### src/rtl/stream_capture_mc.sv
// Multi-channel snoop capture: timestamps valid words on NUM_CH streams and writes them to
// per-channel capture memories, with arm/trigger control and one-shot or ring fill.

module stream_capture_lane #(
    parameter int DATA_W = 36,
    parameter int ADDR_W = 20,
    parameter int DEPTH  = 1024,
    parameter int TS_W   = 28
) (
    input  logic                     clk,
    input  logic                     reset,
    input  logic                     clr,
    input  logic                     en,
    input  logic                     ring,
    input  logic                     valid,
    input  logic [DATA_W-1:0]        data,
    input  logic [TS_W-1:0]          ts,
    output logic [ADDR_W:0]          ptr,
    output logic                     flag,
    output logic                     drop,
    output logic [ADDR_W-1:0]        wr_addr,
    output logic [TS_W+DATA_W-1:0]   wr_data,
    output logic                     wr_en
);
    localparam int PW = ADDR_W + 1;
    localparam logic [PW-1:0] DEPTH_P = PW'(DEPTH);
    localparam logic [PW-1:0] LAST_P  = PW'(2 * DEPTH - 1);

    typedef struct packed {
        logic [ADDR_W-1:0]      addr;
        logic [TS_W+DATA_W-1:0] data;
    } wr_req_t;

    logic [PW-1:0] ptr_q, ptr_inc, ptr_nxt, addr_full;
    logic          flag_q, accept, wr_vld;
    wr_req_t       req_q;

    // A full one-shot lane refuses words; a ring lane always accepts and only flags the wrap.
    assign accept    = en && valid && (ring || !flag_q);
    assign drop      = valid && !ring && flag_q;
    assign ptr_inc   = ptr_q + 1'b1;
    assign ptr_nxt   = (ring && ptr_q == LAST_P) ? '0 : ptr_inc;
    assign addr_full = (ptr_q >= DEPTH_P) ? ptr_q - DEPTH_P : ptr_q;

    always_ff @(posedge clk or posedge reset) begin
        if (reset) begin
            ptr_q  <= '0;
            flag_q <= 1'b0;
            wr_vld <= 1'b0;
            req_q  <= '0;
        end else begin
            wr_vld <= accept;
            if (accept)
                req_q <= '{addr: addr_full[ADDR_W-1:0], data: {ts, data}};
            if (clr) begin
                ptr_q  <= '0;
                flag_q <= 1'b0;
            end else if (accept) begin
                ptr_q <= ptr_nxt;
                if (ptr_inc == DEPTH_P)
                    flag_q <= 1'b1;
            end
        end
    end

    assign ptr     = ptr_q;
    assign flag    = flag_q;
    assign wr_addr = req_q.addr;
    assign wr_data = req_q.data;
    assign wr_en   = wr_vld;
endmodule

module stream_capture_mc #(
    parameter int NUM_CH = 2,
    parameter int DATA_W = 36,
    parameter int ADDR_W = 20,
    parameter int DEPTH  = 1024,
    parameter int TS_W   = 28
) (
    input  logic                     clk,
    input  logic                     reset,
    input  logic [3:0]               csr_address,
    input  logic                     csr_write,
    input  logic                     csr_read,
    input  logic [31:0]              csr_writedata,
    output logic [31:0]              csr_readdata,
    input  logic [NUM_CH*DATA_W-1:0] st_data,
    input  logic [NUM_CH-1:0]        st_valid,
    output logic [NUM_CH*ADDR_W-1:0] mem_address,
    output logic [NUM_CH*64-1:0]     mem_writedata,
    output logic [NUM_CH-1:0]        mem_write,
    output logic                     snoop_reset
);
    typedef enum logic [1:0] {IDLE = 2'd0, ARMED = 2'd1, CAPTURE = 2'd2, DONE = 2'd3} state_t;

    state_t                    state, state_nxt;
    logic                      ctrl_ring, ctrl_trig_en, ctrl_snoop_rst, ring_q;
    logic [3:0]                trig_mask;
    logic [TS_W-1:0]           ts;
    logic [31:0]               drops, rd_nxt;
    logic [3:0]                drop_cnt;
    logic [32:0]               drop_sum;
    logic                      ctrl_wr, arm_wr, stop_wr, trigger, cap_en;
    logic [NUM_CH-1:0]         flag, drop, trig_hit;
    logic [NUM_CH-1:0][ADDR_W:0] ptr;
    logic                      unused_ok;

    assign ctrl_wr = csr_write && csr_address == 4'd0;
    assign stop_wr = ctrl_wr && csr_writedata[1];
    assign arm_wr  = ctrl_wr && csr_writedata[0] && !csr_writedata[1];
    assign trigger = !ctrl_trig_en || (|trig_hit);
    // Words seen during a CTRL arm/stop write are never captured.
    assign cap_en  = !stop_wr && !arm_wr &&
                     (state == CAPTURE || (state == ARMED && trigger));
    assign unused_ok = ^csr_writedata[31:5];

    for (genvar n = 0; n < NUM_CH; n++) begin : g_lane
        assign trig_hit[n] = st_valid[n] &&
                             |(st_data[n*DATA_W + DATA_W-4 +: 4] & trig_mask);
        stream_capture_lane #(
            .DATA_W(DATA_W), .ADDR_W(ADDR_W), .DEPTH(DEPTH), .TS_W(TS_W)
        ) u_lane (
            .clk     (clk),
            .reset   (reset),
            .clr     (arm_wr),
            .en      (cap_en),
            .ring    (ring_q),
            .valid   (st_valid[n]),
            .data    (st_data[n*DATA_W +: DATA_W]),
            .ts      (ts),
            .ptr     (ptr[n]),
            .flag    (flag[n]),
            .drop    (drop[n]),
            .wr_addr (mem_address[n*ADDR_W +: ADDR_W]),
            .wr_data (mem_writedata[n*64 +: 64]),
            .wr_en   (mem_write[n])
        );
    end

    always_comb begin
        state_nxt = state;
        if (stop_wr)
            state_nxt = DONE;
        else if (arm_wr)
            state_nxt = ARMED;
        else begin
            case (state)
                ARMED:   if (trigger) state_nxt = CAPTURE;
                CAPTURE: if (!ring_q && (&flag)) state_nxt = DONE;
                default: state_nxt = state;
            endcase
        end
    end

    always_comb begin
        drop_cnt = '0;
        for (int i = 0; i < NUM_CH; i++)
            drop_cnt = drop_cnt + 4'(drop[i]);
        drop_sum = {1'b0, drops} + 33'(drop_cnt);
    end

    always_comb begin
        rd_nxt = '0;
        case (csr_address)
            4'd0: rd_nxt[4:2] = {ctrl_snoop_rst, ctrl_trig_en, ctrl_ring};
            4'd1: begin
                rd_nxt[1:0]        = state;
                rd_nxt[8 +: NUM_CH] = flag;
            end
            4'd2: rd_nxt[3:0] = trig_mask;
            4'd3: rd_nxt      = drops;
            default: begin
                for (int i = 0; i < NUM_CH; i++)
                    if (csr_address == 4'(8 + i))
                        rd_nxt = 32'(ptr[i]);
            end
        endcase
    end

    always_ff @(posedge clk or posedge reset) begin
        if (reset) begin
            state          <= IDLE;
            ctrl_ring      <= 1'b0;
            ctrl_trig_en   <= 1'b0;
            ctrl_snoop_rst <= 1'b0;
            ring_q         <= 1'b0;
            trig_mask      <= '0;
            ts             <= '0;
            drops          <= '0;
            csr_readdata   <= '0;
        end else begin
            state        <= state_nxt;
            csr_readdata <= csr_read ? rd_nxt : '0;
            ts           <= arm_wr ? '0 : ts + 1'b1;
            if (ctrl_wr)
                {ctrl_snoop_rst, ctrl_trig_en, ctrl_ring} <= csr_writedata[4:2];
            if (arm_wr)
                ring_q <= csr_writedata[2];
            if (csr_write && csr_address == 4'd2)
                trig_mask <= csr_writedata[3:0];
            // Lost-word count saturates rather than wrapping.
            if (arm_wr)
                drops <= '0;
            else
                drops <= drop_sum[32] ? '1 : drop_sum[31:0];
        end
    end

    assign snoop_reset = ctrl_snoop_rst;
endmodule
### config.mk
export PLATFORM = sky130hd
export DESIGN_NAME = stream_capture_mc
export DESIGN_NICKNAME = d
export VERILOG_FILES = /design/src/rtl/stream_capture_mc.sv
export SDC_FILE = /design/constraint.sdc
export NUM_CORES = 1
export LEC_CHECK = 0
export CAP_MARGIN = 30
export CORE_MARGIN = 5
export CORE_UTILIZATION = 51
export CTS_CLUSTER_DIAMETER = 40
export DETAILED_ROUTE_END_ITERATION = 10
export HOLD_SLACK_MARGIN = 0.05
export PLACE_DENSITY = 0.8
export RECOVER_POWER = 50
export SLEW_MARGIN = 20
export SYNTH_ARGS = -nofsm -noshare
export SYNTH_HDL_FRONTEND = slang
export SYNTH_SLANG_ARGS = --single-unit
### constraint.sdc
create_clock -name clk -period 16.4 [get_ports clk]
set_clock_uncertainty 0.05 [all_clocks]
set_input_delay 4.1 -clock clk [delete_from_list [all_inputs] [get_ports clk]]
set_output_delay 4.1 -clock clk [all_outputs]
set_load 0.03 [all_outputs]
Yosys cells after proc, flatten, opt, wreduce, memory -nomap -nowiden:

Cells that the tools add are included.

* register bits: 316

* add/subtract/negate cells: 7
* $lt $le $gt $ge: 2
* equal/unequal tests: 13
* mux-type cells: 31
* bitwise operators: 2
* reductions and logical operators: 48

Operators by type and width (number)
* two-way mux 21 bit: 8
* two-way mux 32 bit: 3
* equality test 21 x 11 -> 1 bit, second input constant: 4
* one-hot mux 22 bit (2 select lines): 1
* adder 21 x 1 -> 21 bit, second input constant: 2
* >= comparator 21 x 11 -> 1 bit, second input constant: 2
* two-way mux 20 bit: 2
* subtractor 20 x 11 -> 20 bit, second input constant: 2
* adder 32 x 2 -> 33 bit: 1
* adder 28 x 1 -> 28 bit, second input constant: 1
* two-way mux 28 bit: 1
* logical AND 1 bit: 21
* one-hot mux 2 bit (4 select lines): 2
* bitwise AND 4 bit: 2
* equality test 4 x 2 -> 1 bit, second input constant: 2
* equality test 4 bit, second input constant: 2
* two-way mux 2 bit: 4
* nonzero test 2 bit: 4
* OR reduction 4 bit: 2
* logical NOT 1 bit: 7
* two-way mux 1 bit: 6
* one-hot mux 2 bit (3 select lines): 1
* one-hot mux 3 bit (2 select lines): 1
* AND reduction 2 bit: 3
* 14 further kinds: 19

Longest topological paths before layout:

* depth in word-level cells: 12
* gate-level depth with buffers: 12
* depth with buffers taken out: 10

Hierarchy:

From an unflattened synthesis, not the netlist that was laid out.

* cells, all modules: 1621
* area total of the unflattened synthesis: 15147.0 µm²

By module, submodules not included
* stream_capture_lane at g_lane[0].u_lane: instances 1, cells each 580, area an instance 5121.2 µm², sequential area each 2677.6 µm²
* stream_capture_mc: instances 1, cells each 466, area an instance 5059.9 µm², sequential area each 2552.4 µm²
* stream_capture_lane at g_lane[1].u_lane: instances 1, cells each 575, area an instance 4966.0 µm², sequential area each 2677.6 µm²

Worst setup path after synthesis:

No wires, ideal clock.

* path kind: input port to flip-flop
* start: in st_valid[0]
* end: reg drops[21]
* setup time: 78 ps
* arrival time: 6226 ps
* required time: 16272 ps
* slack: 10046 ps
* stages: 11
* path buffers: 3
* cells stage by stage: nand3b_1 fa_1 inv_1 ha_1 and2_1 clkbuf_1 nand3_1 or4_1 clkbuf_1 buf_2 a21oi_1

* cells in the longest elaborated chain, start to end: 6

Ends and longest elaborated chain
* from (decl): RTL line 88 `input logic [NUM_CH-1:0] st_valid,`
* logical AND 1 bit (2 in a row): RTL line 40 `assign drop = valid && !ring && flag_q;`
* adder 1 x 1 -> 2 bit: RTL line 158 `drop_cnt = drop_cnt + 4'(drop[i]);`
* adder 32 x 2 -> 33 bit: RTL line 159 `drop_sum = {1'b0, drops} + 33'(drop_cnt);`
* two-way mux 32 bit: RTL line 205 `drops <= drop_sum[32] ? '1 : drop_sum[31:0];`
* two-way mux 32 bit: RTL line 202 `if (arm_wr)`
* to (signal assigned): RTL line 205
* to (decl): RTL line 100 `logic [31:0] drops, rd_nxt;`

Every way passes these cells.
A chain may end at the register's enable or synchronous reset.

==> flow_metrics.env <==
export IMPL_cts_repair_resized=0
export IMPL_fin_crit_ns=10.41
export IMPL_cts_inserted_buffers=44
export IMPL_multi_input_area_um2=6265
export IMPL_worst_endpoint_arrival_ns=10.90
export IMPL_p_per_area_nw_per_um2=166.3
export IMPL_syn_area_per_cell_um2=9.978
export IMPL_status="finished, violations left"
export IMPL_clkTransAtPathRegs_ns=0.05
export IMPL_synth_top_cells_by_count="dfrtp_1 (316), nand2_1 (310), nor2_1 (84)"
export IMPL_synth_top_family_by_area="simple AND/OR/NAND/NOR gates"
export IMPL_seq_area_um2=7908
export IMPL_yosys_top_cells_area="dfrtp_1 (54%), nand2_1 (7.9%), mux2_2 (5.1%)"
export IMPL_fin_tns_setup_ns=0
export IMPL_worst_pin_slew_ns=4.674
export IMPL_synth_warnings=0
export IMPL_min_path_type="register to register"
export IMPL_synth_area_mux_share=0.07004
export IMPL_synthCells=1477
export IMPL_n_fill_cell=2149
export IMPL_grt_usage=0.2426
export IMPL_yosys_area_top_type_share=0.5365
export IMPL_min_period_over_period=0.6348
export IMPL_slowest_delay_ns=2.61
export IMPL_rows=62
export IMPL_clockBufferDepth=3
export IMPL_total_power_uw=3200
export IMPL_dp_hpwl_mm=27.39
export IMPL_core_um2=28630
export IMPL_routedWlPerCell_um=18.60
export IMPL_max_cap_viol_count=2
export IMPL_yosysSeqAreaShare=0.5365
export IMPL_fp_dieH_um=180.0
export IMPL_synth_top_cell_by_area="dfrtp_1"
export IMPL_yosys_register_bits=316
export IMPL_ios=317
export IMPL_async_flop_share=1.000
export IMPL_worstPathCellList="dlygate4sd3_1 -> clkinvlp_2 -> clkbuf_1 -> buf_4"
export IMPL_crit_path_start_kind="input port"
export IMPL_synth_cell_types=68
export IMPL_hold_viol=0
export IMPL_grt_pass1_wl_mm=65.43
export IMPL_routabilityCongestion=0.8691
export IMPL_syn_area_um2=14740
export IMPL_synth_most_common_cell="dfrtp_1"
export IMPL_worst_setup_path_type="input port to async pin"
export IMPL_synth_edf_count=0
export IMPL_final_cells=2135
export IMPL_syn2layout_area_growth_pct=30.57
export IMPL_violations="max-capacitance violations, max-slew violations"
export IMPL_die_w_um=180.0
export IMPL_via_count=12031
export IMPL_drive_gt1_frac=0.09994
export IMPL_cp_data_required_time_ns=16.89
export IMPL_antenna_found_initial=1
export IMPL_grt_max_degree=112
export IMPL_routed_via_density=5.635
export IMPL_synth_top_flop_cell="dfrtp_1"
export IMPL_first_pass_iters=6
export IMPL_synthXorXnorAreaFrac=0.04576
export IMPL_top_layer="met5"
export IMPL_drtAntennaViolNets=0
export IMPL_clk_latency_ns=0.53
export IMPL_wl_met1_mm=15.87
export IMPL_fmax_mhz=96.05
export IMPL_drt_iter0_drc=1137
export IMPL_drv_slew=175
export IMPL_cp_slowest_cell="clkinvlp_2"
export IMPL_whs_path_depth=2
export IMPL_wl_met3_mm=3.657
export IMPL_grt_setup_unrepaired="no"
export IMPL_slew_headroom=-2.133
export IMPL_worst_path_max_fanout=111
export IMPL_synthAdderAreaFrac=0.01324
export IMPL_grt_pass1_vias=12226
export IMPL_n_antenna_cell=0
export IMPL_cts_root_buf="clkbuf_16"
export IMPL_wirelength_mm=39.72
export IMPL_finalSetupViolCount=0
export IMPL_drc=0
export IMPL_start_util=0.5149
export IMPL_cts_sinks=316
export IMPL_fin_nets=1849
export IMPL_dp_cells=2057
export IMPL_overflow=0
export IMPL_cts_hold_buffers=0
export IMPL_synth_simple_gate_area_frac=0.2079
export IMPL_synth_compound_area_frac=0.08626
export IMPL_dp_slack_ns=8.065
export IMPL_setup_slack_ns=5.989
export IMPL_reg2regPathDepth=11
export IMPL_wl_met2_mm=18.71
export IMPL_cts_setup_buffers=0
export IMPL_cts_htree_levels=2
export IMPL_syn_nets=1606
export IMPL_die_area_um2=32400
export IMPL_layout_core_utilization=0.6723
export IMPL_ir_worst_vdd_mv=0.1602
export IMPL_endpoint_kind="async pin"
export IMPL_numPortBuffers=289
export IMPL_cts_tree="done"
export IMPL_leakage_uw=0.008801
registers in the layout, summed over array words and instances, names as in the netlist, 4 cells and up:
register / cells
g_lane.u_lane.wr_addr: 40
trig_mask: 4
g_lane.u_lane.wr_data: 128
ts: 28
csr_readdata: 32
g_lane.u_lane.ptr: 42
drops: 32
metal layers:
| metal | track usage | up-vias |
|---|---|---|
| li1 | - | 5602 |
| met5 | 0 | - |
| met1 | 0.3136 | 5782 |
| met3 | 0.07053 | 100 |
| met2 | 0.3933 | 545 |
| met4 | 0.08534 | 2 |
cell type report:
type,count,area share
sequential,316,0.4109
multi-input combinational,1030,0.3256
timing repair buffer,304,0.1572
clock buffer,54,0.06287
tap,384,0.02497
clock inverter,23,0.01372
inverter,24,0.004746
worst max-delay path: cells and delay by family:
family                 cells  cell delay, ns
buffers and inverters      4            6.67
per-stage QoR:
stage | cell area, um^2 | hold slack [ns]
floorplan | 14740 | 0.4121
global placement | 17740 | 0.4071
detailed placement | 17770 | 0.4116
CTS | 19250 | 0.4248
global route | 19240 | 0.4413
finish | 19240 | 0.4152
kinds of logic (layout without fill, tap and decap cells):
logic type	Yosys count	after routing
xor gates and xnor gates	77	77
and+or+nand+nor	648	648
buffers and inverters	131	405
adders and majority gates	15	15
AOI/OAI and AO/OA	197	197
muxes	93	93
DFF	316	316
cells in the final DEF (no fill, tap or decap), types with 16 or more instances in the layout:
cell type        Yosys  routed
nor3_1              35      35
a21oi_1             55      55
nor2b_1             25      25
xor2_1              33      33
nand4_1             24      24
clkbuf_16            0      45
mux2_2              67      67
and3_1              34      34
dlygate4sd3_1        0     190
xnor2_1             44      44
a31oi_1             18      18
dfrtp_1            316     316
nand2_1            310     310
a222oi_1            17      17
inv_1               23      21
nor4_1              16      16
o21ai_0             55      55
nor2_1              84      84
clkdlybuf4s50_1      0      99
nand3_1             58      58
final timing paths:
kind,end,start,slack (ns)
worst min register to register,g_lane[1].u_lane.wr_data[1],g_lane[1].u_lane.wr_data[1],0.42
max in group clk,g_lane[1].u_lane.ptr[7],csr_address[0],8.55
min in group asynchronous,csr_readdata[17],reset,5.43
worst min-delay path,g_lane[1].u_lane.wr_data[1],g_lane[1].u_lane.wr_data[1],0.42
worst max register to register,g_lane[0].u_lane.ptr[13],state[0],12.77
worst max-delay path,ts[9],reset,5.99
where the power goes:
group          leakage, uW  internal (uW)  switching, uW  total, uW
Combinational      0.00400            425            692       1120
Clock             0.000718            591            352        944
Sequential         0.00408            988            152       1140
Note: power is estimated with default switching activity, not from simulation.
